<file path="src/rtl/uart_rx_fifo_if.sv">
// Byte-stream bundle between the UART receiver, the RX FIFO and its consumer.
// The FIFO sits on the slave side; the receiver/consumer side is the master.
interface uart_rx_fifo_if #(
   parameter int DEPTH_LOG2 = 4
);
   logic [7:0]          RxData;
   logic                RxDone;
   logic                RdEn;
   logic                ClrOvf;
   logic [7:0]          DOut;
   logic                Empty;
   logic                Full;
   logic [DEPTH_LOG2:0] Count;
   logic                Overflow;

   modport master (
      output RxData, RxDone, RdEn, ClrOvf,
      input  DOut, Empty, Full, Count, Overflow
   );

   modport slave (
      input  RxData, RxDone, RdEn, ClrOvf,
      output DOut, Empty, Full, Count, Overflow
   );
endinterface

</file>
<file path="src/rtl/uart_rx_fifo.sv">
// UART RX byte buffer: RxDone edge synchroniser feeding a first-word-fall-through
// FIFO with sticky overflow flag. Reset is synchronous and active-high.
module uart_rx_fifo #(
   parameter int DEPTH_LOG2 = 4
) (
   input logic           Clk,
   input logic           Rst_n,
   uart_rx_fifo_if.slave bus
);
   localparam int DEPTH = 1 << DEPTH_LOG2;
   localparam logic [DEPTH_LOG2:0] CntFull = {1'b1, {DEPTH_LOG2{1'b0}}};

   logic                  s1_q, s1_d;
   logic                  s2_q, s2_d;
   logic                  s3_q, s3_d;
   logic [DEPTH_LOG2-1:0] wr_ptr_q, wr_ptr_d;
   logic [DEPTH_LOG2-1:0] rd_ptr_q, rd_ptr_d;
   logic [DEPTH_LOG2:0]   count_q, count_d;
   logic                  ovf_q, ovf_d;
   logic [7:0]            mem_q [DEPTH];

   logic wr;
   logic empty;
   logic full;
   logic rd_en;
   logic wr_en;
   logic drop;

   always_comb begin
      s1_d     = bus.RxDone;
      s2_d     = s1_q;
      s3_d     = s2_q;
      wr       = s2_q & ~s3_q;
      empty    = (count_q == '0);
      full     = (count_q == CntFull);
      rd_en    = bus.RdEn & ~empty;
      // A pop at full frees the slot the incoming byte needs.
      wr_en    = wr & (~full | rd_en);
      drop     = wr & full & ~rd_en;
      wr_ptr_d = wr_en ? wr_ptr_q + 1'b1 : wr_ptr_q;
      rd_ptr_d = rd_en ? rd_ptr_q + 1'b1 : rd_ptr_q;
      count_d  = count_q;
      unique case ({wr_en, rd_en})
         2'b10:   count_d = count_q + 1'b1;
         2'b01:   count_d = count_q - 1'b1;
         default: count_d = count_q;
      endcase
      ovf_d = ovf_q;
      if (drop) begin
         ovf_d = 1'b1;
      end else if (bus.ClrOvf) begin
         ovf_d = 1'b0;
      end
   end

   always_ff @(posedge Clk) begin
      if (Rst_n) begin
         // Synchroniser parks high so RxDone held across reset is not an edge.
         s1_q     <= 1'b1;
         s2_q     <= 1'b1;
         s3_q     <= 1'b1;
         wr_ptr_q <= '0;
         rd_ptr_q <= '0;
         count_q  <= '0;
         ovf_q    <= 1'b0;
      end else begin
         s1_q     <= s1_d;
         s2_q     <= s2_d;
         s3_q     <= s3_d;
         wr_ptr_q <= wr_ptr_d;
         rd_ptr_q <= rd_ptr_d;
         count_q  <= count_d;
         ovf_q    <= ovf_d;
      end
   end

   always_ff @(posedge Clk) begin
      if (wr_en && !Rst_n) begin
         mem_q[wr_ptr_q] <= bus.RxData;
      end
   end

   assign bus.DOut     = empty ? 8'h00 : mem_q[rd_ptr_q];
   assign bus.Empty    = empty;
   assign bus.Full     = full;
   assign bus.Count    = count_q;
   assign bus.Overflow = ovf_q;
endmodule

</file>
<file path="src/flat_wrapper.sv">
// flat-port wrapper written by rule: the top's interface ports become plain ports
module uart_rx_fifo_flat 
#(
   parameter int DEPTH_LOG2 = 4
)
  (Clk, Rst_n, bus_RxData, bus_RxDone, bus_RdEn, bus_ClrOvf, bus_DOut, bus_Empty, bus_Full, bus_Count, bus_Overflow);
  uart_rx_fifo_if #(.DEPTH_LOG2(DEPTH_LOG2)) bus_i ();
  input logic Clk;
  input logic Rst_n;
  input wire logic [$bits(bus_i.RxData)-1:0] bus_RxData;
  input wire logic [$bits(bus_i.RxDone)-1:0] bus_RxDone;
  input wire logic [$bits(bus_i.RdEn)-1:0] bus_RdEn;
  input wire logic [$bits(bus_i.ClrOvf)-1:0] bus_ClrOvf;
  output wire logic [$bits(bus_i.DOut)-1:0] bus_DOut;
  output wire logic [$bits(bus_i.Empty)-1:0] bus_Empty;
  output wire logic [$bits(bus_i.Full)-1:0] bus_Full;
  output wire logic [$bits(bus_i.Count)-1:0] bus_Count;
  output wire logic [$bits(bus_i.Overflow)-1:0] bus_Overflow;
  assign bus_i.RxData = bus_RxData;
  assign bus_i.RxDone = bus_RxDone;
  assign bus_i.RdEn = bus_RdEn;
  assign bus_i.ClrOvf = bus_ClrOvf;
  assign bus_DOut = bus_i.DOut;
  assign bus_Empty = bus_i.Empty;
  assign bus_Full = bus_i.Full;
  assign bus_Count = bus_i.Count;
  assign bus_Overflow = bus_i.Overflow;
  uart_rx_fifo #(.DEPTH_LOG2(DEPTH_LOG2)) u_core (.Clk(Clk), .Rst_n(Rst_n), .bus(bus_i));
endmodule
</file>
<file path="config.mk">
export PLATFORM = sky130hd
export DESIGN_NAME = uart_rx_fifo_flat
export DESIGN_NICKNAME = d
export VERILOG_FILES = /design/src/rtl/uart_rx_fifo_if.sv /design/src/rtl/uart_rx_fifo.sv /design/src/flat_wrapper.sv
export SDC_FILE = /design/constraint.sdc
export NUM_CORES = 1
export LEC_CHECK = 0
export CELL_PAD_IN_SITES_DETAIL_PLACEMENT = 0
export CELL_PAD_IN_SITES_GLOBAL_PLACEMENT = 1
export CORE_ASPECT_RATIO = 0.6
export CORE_UTILIZATION = 54
export DETAILED_ROUTE_END_ITERATION = 12
export DONT_BUFFER_PORTS = 1
export PLACE_DENSITY_LB_ADDON = 0.1
export SETUP_SLACK_MARGIN = 0.15
export SKIP_LAST_GASP = 1
export SYNTH_ARGS = -nofsm -noshare
export SYNTH_HDL_FRONTEND = slang
export SYNTH_SLANG_ARGS = --single-unit
</file>
<file path="constraint.sdc">
create_clock -name Clk -period 2.51 [get_ports Clk]
set_input_delay 0.502 -clock Clk [delete_from_list [all_inputs] [get_ports Clk]]
set_output_delay 0.502 -clock Clk [all_outputs]
set_load 0.02 [all_outputs]
</file>
---- Word-level counts from Yosys, hierarchy flattened ----
Memory sizes are Yosys's and may differ from the RTL's. A register that Yosys moved wholly into a read port is not among the register bits.
Cells that the tools add are included.
storage, ports and cells
  input bits .............................. 13
  memory bits (writable) .................. 128
  memories kept ........................... 1
  output and inout bits ................... 16
  flip-flop bits (word level) ............. 17
cells by class
  equal/unequal tests ..................... 3
  muxes and demuxes ....................... 8
  add/sub/neg operators ................... 4
  reductions and logical operators ........ 5
  bitwise gates (word level) .............. 10
memory list
  name          words  bits a word  read ports  clocked after Yosys merged registers in  wr ports  line                RTL
  u_core.mem_q  16     8            1           1                                        1         uart_rx_fifo.sv:20  logic [7:0] mem_q [DEPTH];
operator list
  cell                   count
  $pmux W5 S2            1
  $add A4 B1 Y4 const B  2
  $mux W4                2
  $mux W8                1
  $add A5 B1 Y5 const B  1
  $and A1 B1 Y1          5
  $eq A5 B5 Y1 const B   1
  $logic_not A5 Y1       1
  $sub A5 B1 Y5 const B  1
  $mux W1                4
  $not A1 Y1             4
  $reduce_bool A2 Y1     2
  $eq A2 B1 Y1 const B   1
  $eq A2 B2 Y1 const B   1
  $logic_and A1 B1 Y1    1
  $logic_not A1 Y1       1
  $or A1 B1 Y1           1

---- Longest topological paths before layout ----
Gate-level depths: netlist (run 1).
  depth in word-level cells ............... 8
  depth in mapped cells ................... 12
  mapped depth without buffers ............ 10

---- Worst setup path after synthesis (run 1) ----
No wires, ideal clock.
  kind .................................... register to output
  from .................................... reg u_core.count_q[1] (netlist: u_core.bus.Count[1])
  to ...................................... out bus_DOut[6]
  arrival time ............................ 1.621 ns
  cell stages (with the launch flop) ...... 8
  setup slack ............................. 0.387 ns
  path through ............................ dfxtp_1 -> buf_6 -> nor4_4 -> nand2b_1 -> buf_6 -> or2b_1 -> buf_2 -> o22ai_1
on the way
  cells in the longest elaborated chain, start to end .. 2
ends and longest elaborated chain
  item                    line                RTL
  start, declared         uart_rx_fifo.sv:18  logic [DEPTH_LOG2:0] count_q, count_d;
  start signal, assigned  uart_rx_fifo.sv:72  count_q <= count_d;
  $logic_not A5 Y1        uart_rx_fifo.sv:34  empty = (count_q == '0);
  $mux W8                 uart_rx_fifo.sv:83  assign bus.DOut = empty ? 8'h00 : mem_q[rd_ptr_q];
  end, declared           flat_wrapper.sv:14  output wire logic [$bits(bus_i.DOut)-1:0] bus_DOut;
No other way between the ends.

==> impl_metrics.py, run 1 <==
metrics = {
    "sta": {
        "maxSlewViolCount": 0,
        "timing.hold.ws_ps": 144,
        "period_minus_slack_ps": 2570,
        "final.setup.tns_ps": -259,
        "maxSlewHeadroom_pct": 71.2,
        "fin_ws_ps": -59.8,
        "hold_viol_final": 0,
        "fin_worst_skew_ps": 10.8,
        "timing.fmax_mhz": 389,
        "finalSetupViolCount": 8,
        "finalCritPeriodShare_pct": 102,
        "worstMarginPinSlew_ps": 430,
        "rsz0062_at_grt": "yes",
    },
    "global_route": {
        "track_usage_pct": 23.7,
        "grt_start_max_net_pins": 33,
        "grt_pass1_vias": 3089,
        "grt_overflow_total": 0,
        "grt_pass1_wl_um": 18600,
        "antenna_found_initial": 0,
    },
    "clock_network": {
        "root_buffer": "clkbuf_16",
        "cts_tree": "built",
        "htreeDepth": 4,
        "path_clk_slew_ps": 60,
        "hold_buffers": 0,
        "clock_sinks": 149,
        "clockBufferDepth": 2,
        "worstSkewPairLatency_ps": 430,
        "numCtsBuffers": 17,
    },
    "floorplan": {
        "die-height_um": 83.2,
        "die-area_mm2": 0.0114,
        "start_util_pct": 55.8,
        "rows": 29,
        "core_mm2": 0.0106,
        "ios": 29,
        "die_w_um": 137,
    },
    "place": {
        "dp.cells": 492,
        "io_buffers": 0,
        "post-dp-hpwl_um": 7450,
        "routabilityCongestion": 0.779,
    },
    "routing": {
        "dr.pass1.iters": 4,
        "drc": 0,
        "routedWlPerCell_um": 23.4,
        "ant_nets": 0,
        "viasPerCell": 5.94,
        "dr.first_iter.drc_count": 314,
        "route.vias.total": 3154,
        "wirelength_um": 12400,
    },
    "logic_synthesis": {
        "synth_area_mm2": 0.00594,
        "synth_most_common_cell": "edfxtp_1",
        "yosysSeqAreaShare_pct": 71.8,
        "synth_area_leaders": "edfxtp_1 65%, mux4_2 12%, dfxtp_1 7.1%",
        "synth-warning-count": 0,
        "ys_types": 39,
        "syn_avg_cell_area_um2": 18.0,
        "synthesis.nets": 348,
        "syn_inst": 329,
        "synth-edff-count": 128,
        "synth_commonest_cells": "128 x edfxtp_1, 32 x mux4_2, 28 x nor2_1, 21 x dfxtp_1, 18 x mux2i_1",
        "synthFlopType": "edfxtp_1",
        "ys_ff_latch": 149,
        "yosysTopAreaCell": "edfxtp_1",
        "async_flop_share_pct": 0,
        "synth_top_area_share_pct": 64.8,
    },
    "final_layout": {
        "layout-drive-gt1-share_pct": 32.4,
        "multi_input_area_mm2": 0.00159,
        "nFillCells": 694,
        "regArea_mm2": 0.00427,
        "final_nets": 398,
        "final_util_pct": 67.1,
        "n_antenna_cell": 0,
        "syn_to_final_growth_pct": 20.2,
        "final_cells": 531,
    },
    "power_and_ir_drop": {
        "power_per_cell_area_mw_per_mm2": 956,
        "leakagePower_nw": 2.34,
        "combPwrFrac_pct": 22.2,
        "p_sw_share_pct": 26.5,
        "p_int_mw": 5.01,
        "vdd_drop_max_v": 0.000561,
        "clkPwrFrac_pct": 37.2,
        "seqPwrFrac_pct": 40.6,
        "switchingPower_mw": 1.81,
    },
    "setup_path": {
        "end_kind": "primary output",
        "path_max_fanout": 5,
        "criticalPathCategory": "reg -> out",
        "start_kind": "flop",
        "reg2regPathDepth": 10,
        "crit_arrival_ps": 2070,
        "cp.required_ps": 2010,
    },
    "status": {
        "status": "finished, violations left",
        "violations": "negative setup slack",
    },
    "flow_run": {
        "maxCapViolCount": 0,
    },
    "min_path": {
        "holdPathStages": 1,
        "hold_class": "in -> reg",
    },
}
-- metal layers --
layer	part of all wire, %	vias up	global-route usage [%]
met5	0	-	0
met4	1.4	0	8.79
met3	8.9	14	6.17
met2	44	128	32.4
met1	46	1599	36.6
li1	-	1413	-
-- final cells by class --
| type | count | share of cell area, % |
|---|---|---|
| multi-input cells | 160 | 22.3 |
| inverters | 5 | 0.263 |
| repair buffers | 46 | 6.87 |
| clock buffers | 17 | 5.96 |
| clock inverters | 15 | 2.35 |
| well taps | 139 | 2.44 |
| flip-flops and latches | 149 | 59.8 |
-- registers in the layout, summed over array words and instances, names as in the netlist, named ones only --
| name | cells |
|---|---|
| u_core.bus.Overflow | 1 |
| u_core.s3_q | 1 |
| u_core.s2_q | 1 |
| u_core.mem_q | 128 |
| u_core.bus.Count | 5 |
| u_core.wr_ptr_q | 4 |
| u_core.rd_ptr_q | 4 |
| u_core.s1_q | 1 |
-- power groups by stage --
stage               Combinational [mW]  Clock (mW)  Sequential (mW)
floorplan                        0.889           0             2.84
global placement                  1.22           0             2.82
detailed placement                1.22           0             2.82
CTS                               1.47        2.56             2.77
global route                      1.62        2.65             2.77
finish                            1.52        2.54             2.77
-- cell families (layout without fill, tap and decap cells) --
family / count (synthesis) / after routing / synth area share (%)
flip-flops: 149 / 149 / 71.8
AND/OR/NAND/NOR: 71 / 71 / 6.09
multiplexers: 50 / 50 / 15.2
AO/OA/AOI/OAI: 27 / 27 / 3.08
buffers and inverters: 20 / 83 / 1.67
adder cells (fa/ha/maj): 6 / 6 / 1.26
XOR/XNOR: 6 / 6 / 0.885
-- critical path, stage by stage, from the launching register on --
cell and delay [ps]:
dfxtp_4 370, buf_4 150, clkbuf_16 160, mux4_2 480, mux2i_1 170, o22ai_1 120
buf_4 180
-- repair_timing --
action / CTS / global route
endpoints found under the setup margin: 8 / 9
gates cloned: 3 / 1
resized for setup: 8 / 4
pin swaps: 5 / 2
setup buffers: 3 / 0
-- worst paths after layout --
path | from | endpoint | slack (ps)
worst max-delay path | flop | bus_DOut[5] | -60
worst max register to register | u_core.bus.Count[0] | u_core.bus.Count[4] | 470
worst min register to register | u_core.s1_q | u_core.s2_q | 420
worst min-delay path | Rst_n | u_core.wr_ptr_q[2] | 140
-- cells in the final DEF, fill, tap and decap left out, types with 4 or more instances in the layout --
cell,Yosys,routed
o21ai_0,4,4
dfxtp_1,21,20
mux4_2,32,32
clkbuf_16,0,18
edfxtp_1,128,128
xor2_1,4,4
mux2i_1,18,15
nand2_1,13,12
o22ai_1,9,9
inv_6,0,6
buf_12,0,5
nand3_1,9,9
a21oi_1,8,8
inv_1,5,5
buf_4,0,37
nor2_1,28,28
ha_1,6,6
-- metrics by stage --
step                setup slack, ps  power [mW]  cell area (um^2)
detailed placement              272        4.05              6360
global route                   -125        7.04              7140
global placement                251        4.05              6360
floorplan                       387        3.73              5940
finish                        -59.8        6.82              7140
CTS                           -57.0        6.79              7100
Power figures use the tool's default switching activity.
==> run 2, diff against run 1 <==
Settings changed: CORE_UTILIZATION 54 to 53.
==> run 2 against run 1 <==
Effect of this change: the flow finishes with violations (design-rule violations, negative setup slack); final area down 1.4%; flip-flop and latch count did not move; global-route usage down 1.7 points; maximum frequency is 0.35% lower; non-clock buffer count decreased by 4; utilization shrank 1.6 points; wire length shrank 6.9%; die area grew 1.9%; largest cell class unchanged.
==> impl_metrics.py, run 2 (same netlist as run 1, synthesis figures left out) <==
metrics = {
    "status": {
        "status": "finished, violations left",
        "violations": "design-rule violations, negative setup slack",
    },
    "sta": {
        "finalSetupViolCount": 6,
        "maxSlewHeadroom_pct": 72.3,
        "worstMarginPinSlew_ps": 405,
        "rsz0062_at_grt": "yes",
        "period_minus_slack_ps": 2580,
        "finalCritPeriodShare_pct": 103,
        "fin_worst_skew_ps": 9.74,
        "maxSlewViolCount": 0,
        "fin_ws_ps": -68.9,
        "timing.fmax_mhz": 388,
        "hold_viol_final": 0,
    },
    "clock_network": {
        "root_buffer": "clkbuf_16",
        "worstSkewPairLatency_ps": 420,
        "clockBufferDepth": 2,
        "numCtsBuffers": 17,
        "hold_buffers": 0,
        "clock_sinks": 149,
        "cts_tree": "built",
        "htreeDepth": 4,
        "path_clk_slew_ps": 60,
    },
    "floorplan": {
        "start_util_pct": 55.3,
        "ios": 29,
        "die_w_um": 139,
        "die-height_um": 84.0,
        "core_mm2": 0.0107,
        "rows": 29,
        "die-area_mm2": 0.0116,
    },
    "setup_path": {
        "cp.required_ps": 2010,
        "end_kind": "primary output",
        "crit_chain": "buf_12, buf_16, mux4_2, mux2i_2, o22ai_2, buf_6",
        "cp_slowest_cell": "mux4_2",
        "criticalPathCategory": "reg -> out",
        "path_max_fanout": 6,
        "crit_path_max_incr_delay_ps": 520,
        "crit_arrival_ps": 2080,
        "reg2reg_slack_ps": 370,
        "start_kind": "flop",
        "reg2regPathDepth": 6,
    },
    "min_path": {
        "holdPathStages": 1,
        "hold_class": "in -> reg",
    },
    "place": {
        "routabilityCongestion": 0.818,
        "pre_cts_ws_ps": 170,
        "io_buffers": 0,
        "post-dp-hpwl_um": 7450,
        "placed_cell_area_mm2": 0.00633,
    },
    "global_route": {
        "grt_start_max_net_pins": 33,
        "antenna_found_initial": 0,
        "grt_pass1_vias": 3087,
        "grt_pass1_wl_um": 18000,
        "grt_overflow_total": 0,
        "track_usage_pct": 22.0,
    },
    "routing": {
        "drc": 1,
        "routedWlPerCell_um": 21.9,
        "viasPerCell": 5.75,
        "route.vias.total": 3031,
        "ant_nets": 0,
        "dr.pass1.iters": 8,
        "dr.first_iter.drc_count": 238,
        "wirelength_um": 11500,
    },
    "final_layout": {
        "final_cell_mix": "128 x edfxtp_1, 35 x buf_4, 32 x mux4_2",
        "largest-register": "u_core.mem_q",
        "layout-drive-gt1-share_pct": 32.2,
        "final_common_cell": "edfxtp_1",
        "n_antenna_cell": 0,
        "largest_register_ffs": 128,
        "final_nets": 394,
        "stdcell_area_mm2": 0.00703,
        "final_util_pct": 65.5,
        "nFillCells": 743,
        "multi_input_area_mm2": 0.00161,
        "syn_to_final_growth_pct": 18.5,
        "regArea_mm2": 0.00427,
    },
    "power_and_ir_drop": {
        "power_per_cell_area_mw_per_mm2": 942,
        "leakagePower_nw": 2.29,
        "vdd_drop_max_v": 0.000617,
        "p_total_mw": 6.62,
    },
    "flow_run": {
        "maxCapViolCount": 0,
    },
}
-- run 2: cell type report --
| class | count | area share [%] |
|---|---|---|
| Tap cell | 139 | 2.47 |
| Clock inverter | 14 | 1.94 |
| Sequential cell | 149 | 60.7 |
| Timing Repair Buffer | 42 | 5.64 |
| Inverter | 5 | 0.267 |
| Multi-Input combinational cell | 160 | 22.9 |
| Clock buffer | 18 | 6.10 |
-- run 2: worst paths after layout --
check | from | endpoint
worst max-delay path | flop | bus_DOut[1]
worst min-delay path | Rst_n | u_core.bus.Count[3]
worst max register to register | u_core.bus.Count[3] | u_core.mem_q[0][3]
worst min register to register | u_core.s1_q | u_core.s2_q
-- run 2: metrics by stage --
step | cells | hold WS, ps | setup TNS, ps
finish | 527 | 150 | -226
floorplan | 329 | 389 | 0
global placement | 490 | 394 | 0
detailed placement | 490 | 398 | 0
global route | 527 | 135 | -883
CTS | 525 | 133 | -379
-- run 2: critical path: cells and delay by family (launching register included) --
kind,cells,cell delay (ps)
AOI/OAI and AO/OA,1,130
buffers and inverters,3,400
DFF,1,420
muxes,2,700
-- run 2: layer usage --
| metal | wire length [um] | vias up | global-route usage (%) | share of wire (%) |
|---|---|---|---|---|
| li1 | - | 1400 | - | - |
| met1 | 5840 | 1545 | 33.4 | 51 |
| met2 | 4990 | 75 | 30.2 | 43 |
| met3 | 587 | 11 | 5.57 | 5.1 |
| met4 | 127 | 0 | 9.60 | 1.1 |
| met5 | 0 | - | 0 | 0 |
-- run 2: what timing repair did --
action	in CTS	in global routing
setup buffers	2	2
pin swaps	2	3
gates resized for setup	10	8
endpoints found under the setup margin	8	10
gates cloned	1	0
-- run 2: power by group --
part	switching [mW]	total, mW	internal [mW]
registers	0.0547	2.78	2.73
logic	0.693	1.42	0.730
clock network	0.966	2.42	1.45
total	1.71	6.62	4.91
==> run 3, diff against run 2 <==
Settings changed: CORE_UTILIZATION 53 to 50, GPL_ROUTABILITY_DRIVEN set to 0.
==> run 3 against run 2 <==
Effect of this change: the run ends with negative setup slack left; global-route usage rose by 0.38 points; final area rose by 1.0%; wire length rose by 5.6%; register-to-register slack improved by 110 ps; total power rose by 0.60%; die area rose by 5.9%; count of clock-buffer cells in the layout fell by 1; sequential power barely moved; largest power group unchanged.
==> impl_metrics.py, run 3 (same netlist as run 1, synthesis figures left out) <==
metrics = {
    "floorplan": {
        "core_mm2": 0.0114,
        "rows": 30,
        "die_w_um": 143,
        "start_util_pct": 52.0,
        "die-height_um": 86.4,
        "die-area_mm2": 0.0123,
        "ios": 29,
    },
    "power_and_ir_drop": {
        "power_per_cell_area_mw_per_mm2": 937,
        "p_int_mw": 4.86,
        "combPwrFrac_pct": 22.1,
        "p_sw_share_pct": 27.1,
        "vdd_drop_max_v": 0.000386,
        "clkPwrFrac_pct": 36.2,
        "seqPwrFrac_pct": 41.6,
        "switchingPower_mw": 1.80,
        "leakagePower_nw": 2.30,
    },
    "final_layout": {
        "final_common_cell": "edfxtp_1",
        "final_nets": 395,
        "syn_to_final_growth_pct": 19.8,
        "n_antenna_cell": 0,
        "nFillCells": 851,
        "stdcell_area_mm2": 0.00711,
        "final_cell_mix": "128 x edfxtp_1, 35 x buf_4, 32 x mux4_2",
        "largest_register_ffs": 128,
        "layout-drive-gt1-share_pct": 32.9,
        "largest-register": "u_core.mem_q",
    },
    "setup_path": {
        "end_kind": "primary output",
        "path_max_fanout": 8,
        "cp.required_ps": 2010,
        "start_kind": "flop",
        "reg2regPathDepth": 10,
        "crit_arrival_ps": 2060,
        "criticalPathCategory": "reg -> out",
    },
    "clock_network": {
        "numCtsBuffers": 17,
        "worstSkewPairLatency_ps": 420,
        "clockBufferDepth": 2,
        "htreeDepth": 4,
        "root_buffer": "clkbuf_16",
        "path_clk_slew_ps": 60,
        "clock_sinks": 149,
        "hold_buffers": 0,
        "cts_tree": "built",
    },
    "routing": {
        "wl_met3_um": 879,
        "dr_wl_met2_um": 5100,
        "dr.first_iter.drc_count": 196,
        "dr.pass1.iters": 4,
        "ant_nets": 0,
        "routedWlPerCell_um": 22.2,
        "top_layer_used": "met4",
        "wirelength_um": 12200,
        "route.vias.total": 3118,
        "drc": 0,
        "viasPerCell": 5.68,
        "met1_length_um": 6070,
    },
    "sta": {
        "finalSetupViolCount": 8,
        "rsz0062_at_grt": "yes",
        "maxSlewViolCount": 0,
        "maxSlewHeadroom_pct": 71.4,
        "hold_viol_final": 0,
        "fin_worst_skew_ps": 6.87,
        "fin_ws_ps": -56.4,
        "worstMarginPinSlew_ps": 429,
        "final.setup.tns_ps": -285,
        "timing.fmax_mhz": 390,
        "finalCritPeriodShare_pct": 102,
        "timing.hold.ws_ps": 143,
        "period_minus_slack_ps": 2570,
    },
    "min_path": {
        "holdPathStages": 1,
        "hold_class": "in -> reg",
    },
    "flow_run": {
        "maxCapViolCount": 0,
    },
    "place": {
        "placed_cell_area_mm2": 0.00638,
        "io_buffers": 0,
        "pre_cts_ws_ps": 277,
        "post-dp-hpwl_um": 7640,
    },
    "global_route": {
        "antenna_found_initial": 0,
        "grt_start_max_net_pins": 33,
        "grt_pass1_wl_um": 18700,
        "track_usage_pct": 22.4,
        "grt_overflow_total": 0,
        "grt_pass1_vias": 3056,
    },
    "status": {
        "violations": "negative setup slack",
        "status": "finished, violations left",
    },
}
-- run 3: cell count changes in the layout (fill, tap and decap cells not counted), sizes merged --
| cell | before | now |
|---|---|---|
| inv | 6 | 12 |
| buf | 42 | 43 |
| bufinv | 2 | 1 |
| clkinv | 7 | 3 |
| clkbuf | 18 | 17 |
-- run 3: power by group through the flow --
| stage | logic, mW | registers, mW | clock network (mW) |
|---|---|---|---|
| 3_5_place_dp | 1.24 | 2.81 | 0 |
| 2_1_floorplan | 0.889 | 2.84 | 0 |
| 3_3_place_gp | 1.24 | 2.81 | 0 |
| 4_1_cts | 1.46 | 2.77 | 2.46 |
| 6_report | 1.47 | 2.77 | 2.41 |
| 5_1_grt | 1.57 | 2.78 | 2.56 |
-- run 3: worst paths after layout --
path | slack [ps] | start | to
max | -60 | flop | bus_DOut[2]
min | 140 | Rst_n | u_core.bus.Overflow
max reg2reg | 480 | u_core.bus.Count[3] | u_core.bus.Count[4]
min reg2reg | 410 | u_core.s1_q | u_core.s2_q
-- run 3: final cells by class --
| type | instances | area [um^2] | area share, % |
|---|---|---|---|
| flip-flops and latches | 149 | 4270 | 60.0 |
| repair buffers | 43 | 445 | 6.27 |
| well taps | 160 | 200 | 2.82 |
| clock buffers | 17 | 425 | 5.98 |
| inverters | 5 | 18.8 | 0.264 |
| clock inverters | 15 | 143 | 2.01 |
| multi-input cells | 160 | 1610 | 22.6 |
-- run 3: repair_timing --
action                                  in CTS  in global routing
endpoints found under the setup margin       8                  9
cloned                                       3                  0
gates resized for setup                     10                  4
pin swaps                                    6                  3
buffers inserted                             2                  0
-- run 3: critical path, stage by stage, from the launching register on --
cell     delay (ps)
dfxtp_4         400
buf_12          120
buf_16          130
mux4_2          510
mux2i_2         200
o22ai_1         110
buf_4           170
-- run 3: metal layers --
layer / GRT usage (%) / vias to the layer above
met3: 6.02 / 16
met4: 7.72 / 0
li1: - / 1404
met2: 30.1 / 92
met5: 0 / -
met1: 35.1 / 1606
-- run 3: per-stage QoR --
step	cells	power, mW	util [%]
finish	549	6.66	62.3
global route	549	6.91	62.3
CTS	549	6.70	62.2
detailed placement	512	4.05	55.9
global placement	512	4.05	55.9
floorplan	329	3.73	-
